`config.mk`:
```
export PLATFORM = sky130hd
export DESIGN_NAME = step_cursor_overlay
export DESIGN_NICKNAME = d
export VERILOG_FILES = /design/src/rtl/step_cursor_overlay.sv
export SDC_FILE = /design/constraint.sdc
export NUM_CORES = 1
export LEC_CHECK = 0
export BUFFER_PORTS_ARGS = -buffer_cell sky130_fd_sc_hd__buf_4
export CAP_MARGIN = 20
export CORE_MARGIN = 4
export CORE_UTILIZATION = 55
export CTS_CLUSTER_SIZE = 8
export DETAILED_ROUTE_END_ITERATION = 10
export GPL_ROUTABILITY_DRIVEN = 0
export PLACE_DENSITY = 0.88
export SLEW_MARGIN = 10
export SYNTH_ARGS = -nofsm -noshare
export SYNTH_HDL_FRONTEND = slang
export SYNTH_SLANG_ARGS = --single-unit
```
`constraint.sdc`:
```
create_clock -name clock -period 2.7 [get_ports clock]
set_clock_uncertainty 0.2 [all_clocks]
set_input_delay 0.54 -clock clock [delete_from_list [all_inputs] [get_ports clock]]
set_output_delay 0.54 -clock clock [all_outputs]
set_load 0.05 [all_outputs]
```
`src/rtl/step_cursor_overlay.sv`:
```
// step_cursor_overlay
//
// Draws a vertical cursor bar on the diagram video stream at the motor's
// current step position. New step positions are accepted at any time but
// only take effect at the next frame start (in_vsync rising edge), so the
// bar never tears mid-frame. The whole stream is delayed by one clock.
//
// Optional feature: define CURSOR_BLINK_EN to blink the cursor with a
// 64-frame period (32 frames on, 32 off).
//
// Ports:
//   clock       pixel clock
//   reset_n     asynchronous active-low reset
//   step_index  step position to display, valid while step_valid is high
//   step_valid  one-cycle strobe
//   in_data     upstream RGB
//   in_de       upstream data enable
//   in_hsync    upstream hsync, active-high
//   in_vsync    upstream vsync, active-high
//   out_data    RGB with the cursor overlaid (0 during blanking)
//   out_de      in_de delayed one clock
//   out_hsync   in_hsync delayed one clock
//   out_vsync   in_vsync delayed one clock
//   cursor_x    committed cursor active-area x (debug view of the state)
module step_cursor_overlay #(
  parameter int          HACTIVE      = 1280,
  parameter int          VACTIVE      = 720,
  parameter int          X_ORIGIN     = 192,
  parameter int          STEP_PITCH   = 64,
  parameter int          CURSOR_WIDTH = 2,
  parameter int          Y_TOP        = 75,
  parameter int          Y_BOTTOM     = 500,
  parameter logic [23:0] CURSOR_COLOR = 24'hff0000
) (
  input  logic        clock,
  input  logic        reset_n,
  input  logic [7:0]  step_index,
  input  logic        step_valid,
  input  logic [23:0] in_data,
  input  logic        in_de,
  input  logic        in_hsync,
  input  logic        in_vsync,
  output logic [23:0] out_data,
  output logic        out_de,
  output logic        out_hsync,
  output logic        out_vsync,
  output logic [15:0] cursor_x
);

  localparam logic [15:0] HACT16  = 16'(HACTIVE);
  localparam logic [15:0] VACT16  = 16'(VACTIVE);
  localparam logic [15:0] XORG16  = 16'(X_ORIGIN);
  localparam logic [15:0] PITCH16 = 16'(STEP_PITCH);
  localparam logic [15:0] CW16    = 16'(CURSOR_WIDTH);
  localparam logic [15:0] YTOP16  = 16'(Y_TOP);
  localparam logic [15:0] YBOT16  = 16'(Y_BOTTOM);

  // Handshake: step_valid/step_index is a strobe with no ready; every
  // strobe is accepted in the cycle it is high. The video stream has no
  // backpressure either: one pixel in and one pixel out every clock.

  logic [15:0] x_cnt;
  logic [15:0] y_cnt;
  logic        pending;
  logic [7:0]  pending_index;
  logic [7:0]  committed_index;
  logic        armed;          // set by the first frame start after reset

  // out_de / out_vsync double as the registered copies used for edges.
  logic vsync_rise;
  logic de_fall;
  assign vsync_rise = in_vsync & ~out_vsync;
  assign de_fall    = out_de & ~in_de;

  // A strobe in the frame-start cycle wins over an older pending value.
  logic       commit_any;
  logic [7:0] commit_idx;
  always_comb begin
    commit_any = step_valid | pending;
    commit_idx = step_valid ? step_index : pending_index;
  end

  // Position counters, recovered from DE alone; they saturate, never wrap.
  always_ff @(posedge clock or negedge reset_n) begin
    if (!reset_n) begin
      x_cnt <= 16'd0;
      y_cnt <= 16'd0;
    end else begin
      if (!in_de)                 x_cnt <= 16'd0;
      else if (x_cnt != 16'hffff) x_cnt <= x_cnt + 16'd1;

      if (vsync_rise)                       y_cnt <= 16'd0;
      else if (de_fall && y_cnt != 16'hffff) y_cnt <= y_cnt + 16'd1;
    end
  end

  // Step capture and frame-start commit.
  always_ff @(posedge clock or negedge reset_n) begin
    if (!reset_n) begin
      pending         <= 1'b0;
      pending_index   <= 8'd0;
      committed_index <= 8'd0;
      armed           <= 1'b0;
    end else if (vsync_rise) begin
      armed   <= 1'b1;
      pending <= 1'b0;
      if (commit_any) committed_index <= commit_idx;
    end else if (step_valid) begin
      pending       <= 1'b1;
      pending_index <= step_index;
    end
  end

  // cursor_x trails committed_index by one clock; 255*64+192 fits 16 bits.
  always_ff @(posedge clock or negedge reset_n) begin
    if (!reset_n) cursor_x <= XORG16;
    else          cursor_x <= XORG16 + 16'(committed_index) * PITCH16;
  end

  logic blink_on;
`ifdef CURSOR_BLINK_EN
  logic [5:0] frame_count;
  always_ff @(posedge clock or negedge reset_n) begin
    if (!reset_n) begin
      frame_count <= 6'd0;
    end else if (vsync_rise) begin
      // A moved cursor restarts the on-phase so it shows immediately.
      if (commit_any && commit_idx != committed_index) frame_count <= 6'd0;
      else                                             frame_count <= frame_count + 6'd1;
    end
  end
  assign blink_on = ~frame_count[5];
`else
  assign blink_on = 1'b1;
`endif

  // The extra y < VACTIVE term clips the bar to the active area.
  logic [16:0] cursor_end;
  logic        in_rows;
  logic        in_cols;
  logic        hit;
  always_comb begin
    cursor_end = {1'b0, cursor_x} + {1'b0, CW16};
    in_rows    = (y_cnt >= YTOP16) && (y_cnt <= YBOT16) && (y_cnt < VACT16);
    in_cols    = (x_cnt >= cursor_x) && ({1'b0, x_cnt} < cursor_end) &&
                 (cursor_x < HACT16);
    hit        = in_de && armed && blink_on && in_rows && in_cols;
  end

  always_ff @(posedge clock or negedge reset_n) begin
    if (!reset_n) begin
      out_data  <= 24'd0;
      out_de    <= 1'b0;
      out_hsync <= 1'b0;
      out_vsync <= 1'b0;
    end else begin
      if (hit)        out_data <= CURSOR_COLOR;
      else if (in_de) out_data <= in_data;
      else            out_data <= 24'd0;
      out_de    <= in_de;
      out_hsync <= in_hsync;
      out_vsync <= in_vsync;
    end
  end

endmodule

```
Word level (Yosys, flattened, before mapping)
Cells that the tools add are included.
{"block": "op_classes", "addsub": 4, "order_cmp": 6, "n_eq_ne": 3, "muxes": 9, "n_bitwise": 5, "n_reduce_logical": 11}
{"operator": "$mux 16", "n": 4}
{"operator": "$mux 24", "n": 2}
{"operator": "$add 16x1->16 const B", "n": 2}
{"operator": "$ne 16x16->1 const B", "n": 2}
{"operator": "$add 15x2->16 const B", "n": 1}
{"operator": "$ge 16x15->1", "n": 1}
{"operator": "$ge 16x7->1 const B", "n": 1}
{"operator": "$le 16x9->1 const B", "n": 1}
{"operator": "$lt 16x10->1 const B", "n": 1}
{"operator": "$lt 16x16->1", "n": 1}
{"operator": "$add 8x14->15 const A", "n": 1}
{"operator": "$lt 15x11->1 const B", "n": 1}
{"operator": "$logic_and 1x1->1", "n": 8}
{"operator": "$mux 8", "n": 1}
{"operator": "$reduce_bool 2->1", "n": 2}
{"operator": "$and 1x1->1", "n": 2}
{"operator": "$mux 1", "n": 2}
{"operator": "$ne 2x1->1 const B", "n": 1}
{"operator": "$not 1->1", "n": 2}
{"operator": "$reduce_and 2->1", "n": 1}
{"operator": "$or 1x1->1", "n": 1}
{"block": "totals", "reg_bits": 92, "in_bits": 38, "elab_cells": 49}

Depth between registers and ports, before layout
{"block": "logic_depth", "word_depth": 6, "depth_mapped": 7}

Least setup slack after synthesis
No wires, ideal clock.
{"block": "synth_path", "kind": "register to register", "start": "reg cursor_x[11]", "end": "reg out_data[19]", "setup_ns": 0.067, "arrival_ns": 2.161, "required_time_ns": 2.433, "slack_ns": 0.271, "stages_incl_launch_ff": 8, "n_path_buf": 1, "cell_sequence": "dfrtp_1 -> inv_1 -> ha_1 -> and4b_1 -> nand4_1 -> a311oi_2 -> clkbuf_1 -> a32o_1"}
{"block": "synth_via", "elab_chain_len": 6}
{"element": "start, declared", "line_no": "47", "text": "output logic [15:0] cursor_x"}
{"element": "start signal, assigned", "line_no": "117", "text": "else cursor_x <= XORG16 + 16'(committed_index) * PITCH16;"}
{"element": "$add 15x2->16", "line_no": "143", "text": "cursor_end = {1'b0, cursor_x} + {1'b0, CW16};"}
{"element": "$lt 16x16->1", "line_no": "145", "text": "in_cols = (x_cnt >= cursor_x) && ({1'b0, x_cnt} < cursor_end) &&"}
{"element": "$logic_and 1x1->1", "line_no": "145"}
{"element": "$logic_and 1x1->1 *", "line_no": "145"}
{"element": "$logic_and 1x1->1 *", "line_no": "147", "text": "hit = in_de && armed && blink_on && in_rows && in_cols;"}
{"element": "$mux 24 *", "line_no": "157", "text": "if (hit) out_data <= CURSOR_COLOR;"}
{"element": "end signal, assigned", "line_no": "158", "text": "else if (in_de) out_data <= in_data;"}
{"element": "end, declared", "line_no": "43", "text": "output logic [23:0] out_data,"}
Every way passes the cells marked *; elsewhere a longest branch is shown, timed or not.
A chain may end at the register's enable or synchronous reset.

Final worst setup path
{"block": "layout_path", "start": "reg cursor_x[6]", "end": "reg out_data[23]"}
The elaborated chain is that of the path after synthesis.

==> flow_summary.json <==
{
  "final_cells": 595,
  "port_buffers": 73,
  "critical_path.endpoint": "out_data[23]",
  "timing.rr.start": "cursor_x[6]",
  "arrival_ns": 2.60,
  "cts_buffers": 9,
  "p_seq_share_pct": 47.8,
  "antenna_found_initial": 0,
  "cts_sinks": 86,
  "nets": 545,
  "crit_path_end_kind": "register",
  "cp.buffers_inverters": 2,
  "period_needed_ns": 2.50,
  "cp_num_cells": 7,
  "grt_pass1_vias": 3389,
  "drcViolationCount": 0,
  "viasPerCell": 5.93,
  "initial_core_util_pct": 57.7,
  "async_reset_ff_share_pct": 100,
  "hold_violations": 0,
  "crit_chain": "inv_1, ha_1, nand2_1, a2111oi_0, o2111a_1, buf_4, a32o_1",
  "drv_slew": 0,
  "area_growth_pct": 19.2,
  "ctsHoldBuffers": 0,
  "grt_max_degree": 73,
  "dp_hpwl_um": 6910,
  "maxCapViolCount": 0,
  "r2r_end": "out_data[23]",
  "die_h_um": 96.2,
  "critPathTopFamily": "compound AO/OA/AOI/OAI gates",
  "wl_per_cell_um": 16.3,
  "grt_overflow": 0,
  "synth_edf_count": 0,
  "n_antenna_cell": 0,
  "wirelength_um": 9680,
  "placed_cells": 580,
  "grt_pass1_wl_um": 15700,
  "dr.pass1.iters": 5,
  "power_mw": 3.18,
  "leakage_nw": 2.40,
  "worstMarginPinSlew_ns": 0.880,
  "internal_power_mw": 2.10,
  "ys_top_cells_by_area": "dfrtp_1 (49%), nand2_1 (4.6%), ha_1 (4.4%), mux2i_1 (3.0%), a31oi_1 (2.8%)",
  "syn_avg_cell_area_sq_um": 10.2,
  "synth.distinct_cells": 52,
  "slew_headroom_pct": 41.3,
  "dieArea_sq_mm": 0.00925,
  "period_share_pct": 92.8,
  "peakVddDrop_v": 0.000617,
  "synth_ff_type": "dfrtp_1",
  "cts.reportedPaths.clkPinSlew_ns": 0.09,
  "io_pins": 81,
  "rr_worst_depth": 7,
  "setup-violations-final": 0,
  "final_common_cell": "dfrtp_1",
  "num_rows": 31,
  "hold_path_class": "in2async",
  "cpPeakStageDelay_ns": 0.56,
  "crit_slowest_cell": "dfstp_2",
  "swShare_pct": 33.8,
  "layout.area.seq_sq_mm": 0.00215,
  "cts_setup_buffers": 0,
  "cp-start-kind": "register",
  "required_ns": 2.79,
  "ant_nets": 0,
  "fillers": 546,
  "rrSetupSlack_ns": 0.20,
  "cp_max_fo": 24,
  "ys_seq_area_share_pct": 50.4,
  "synth_top_area_share_pct": 49.2,
  "synth_area_sq_mm": 0.00428,
  "pwr-share-clk_pct": 28.3,
  "hold_slack_ns": 0.0921,
  "grt_usage_pct": 21.8,
  "mostFrequentLayoutCells": "dfrtp_1 (84), buf_4 (82), nand2_1 (52)",
  "cts_tree": "built",
  "cts_resized": 0,
  "clock_latency_ns": 0.36,
  "outcome": "complete, no violations",
  "power.switching_mw": 1.07,
  "yosys_warnings": 0,
  "p_per_area_mw_per_mm2": 624,
  "cts.htree.levels": 3,
  "die_w_um": 96.2,
  "fmax_mhz": 399,
  "cts.path.max_buffers": 2,
  "drive_gt1_share_pct": 23.0,
  "finish.utilization_pct": 68.8,
  "comb_power_share_pct": 23.9,
  "synth_cells": 420,
  "rsz0062_at_grt": "false",
  "multiInputGateArea_sq_mm": 0.00192,
  "synth_top_cell_by_area": "dfrtp_1",
  "dr_total_vias": 3529,
  "fin_tns_setup_ns": 0,
  "path_class": "reg2reg",
  "ctsRootBufferMaster": "clkbuf_8",
  "critPathLaunch": "cursor_x[6]",
  "ys_ff_latch": 86,
  "core_sq_mm": 0.00741,
  "drtIter0Drc": 280
}
worst min-delay path by stage:
stage | start | endpoint | slack (ns) | depth (start not counted)
2_1_floorplan | reset_n | armed | 0.04 | 0
3_3_place_gp | armed | armed | 0.24 | 1
3_5_place_dp | committed_index[0] | cursor_x[6] | 0.25 | 1
4_1_cts | in_hsync | out_hsync | 0.08 | 1
5_1_grt | in_hsync | out_hsync | 0.07 | 1
6_report | reset_n | y_cnt[8] | 0.09 | 1
per-layer routing:
| metal | part of all wire (%) | GRT usage (%) |
|---|---|---|
| met5 | 0 | 0 |
| met4 | 1.8 | 8.18 |
| met2 | 49 | 36.6 |
| met3 | 7.4 | 5.39 |
| met1 | 42 | 27.2 |
cells by family (layout without fill, tap and decap cells):
logic type / after synthesis / after routing / synth area share (%)
AO/OA/AOI/OAI: 94 / 94 / 15.5
XOR/XNOR: 8 / 8 / 1.64
adder cells (fa/ha/maj): 15 / 15 / 4.39
buffers and inverters: 49 / 119 / 5.15
flip-flops: 86 / 86 / 50.4
multiplexers: 21 / 21 / 5.15
other: 1 / 7 / 0.0877
AND/OR/NAND/NOR: 146 / 146 / 17.7
cell usage after synthesis (5+ instances only):
cell type and count:
clkbuf_1 14, nand2_1 52, a32o_1 8, buf_4 8
mux2i_1 13, nor2_1 27, o21ai_0 11, a31oi_1 19
inv_1 22, a21oi_1 22, dfrtp_1 84, and3_1 6
and4_1 5, or4_1 6, o41ai_1 5, nand2b_1 5
nand3_1 9, ha_1 15, nor3_1 7, nand4_1 7
o311ai_0 5, mux2_2 8
sequential cells by signal, indices dropped and copies added (netlist names):
| signal | count |
|---|---|
| armed | 1 |
| y_cnt | 16 |
| out_hsync | 1 |
| x_cnt | 16 |
| pending_index | 8 |
| pending | 1 |
| out_data | 24 |
| out_de | 1 |
| cursor_x | 9 |
| out_vsync | 1 |
| committed_index | 8 |
power groups by stage:
stage | clock [mW] | combinational (mW) | sequential (mW)
floorplan | 0 | 0.279 | 1.75
global placement | 0 | 0.735 | 1.53
detailed placement | 0 | 0.761 | 1.54
CTS | 0.913 | 0.765 | 1.52
global route | 0.977 | 0.823 | 1.53
finish | 0.900 | 0.759 | 1.52
worst reg2reg max path: cells and delay by family, from the launching register on:
family                   cells  cell delay, ns
adder cells (fa/ha/maj)      1            0.29
flip-flops                   1            0.56
buffers and inverters        2            0.30
AND/OR/NAND/NOR              1            0.06
AO/OA/AOI/OAI                3            1.04
per-stage QoR:
| stage | worst slack (ns) | cell area, sq um |
|---|---|---|
| CTS | 0.191 | 5100 |
| global placement | 0.344 | 4900 |
| detailed placement | 0.231 | 4900 |
| floorplan | 0.271 | 4300 |
| finish | 0.195 | 5100 |
| global route | 0.0923 | 5100 |
area by class of cell:
type                    count  share of cell area, %
well taps                  99                   2.43
multi-input cells         291                   37.8
flip-flops and latches     86                   42.3
inverters                  22                   1.62
clock inverters             6                   1.40
clock buffers               9                   2.43
repair buffers             82                   12.1
No activity file was read; power rests on OpenSTA's default activity.
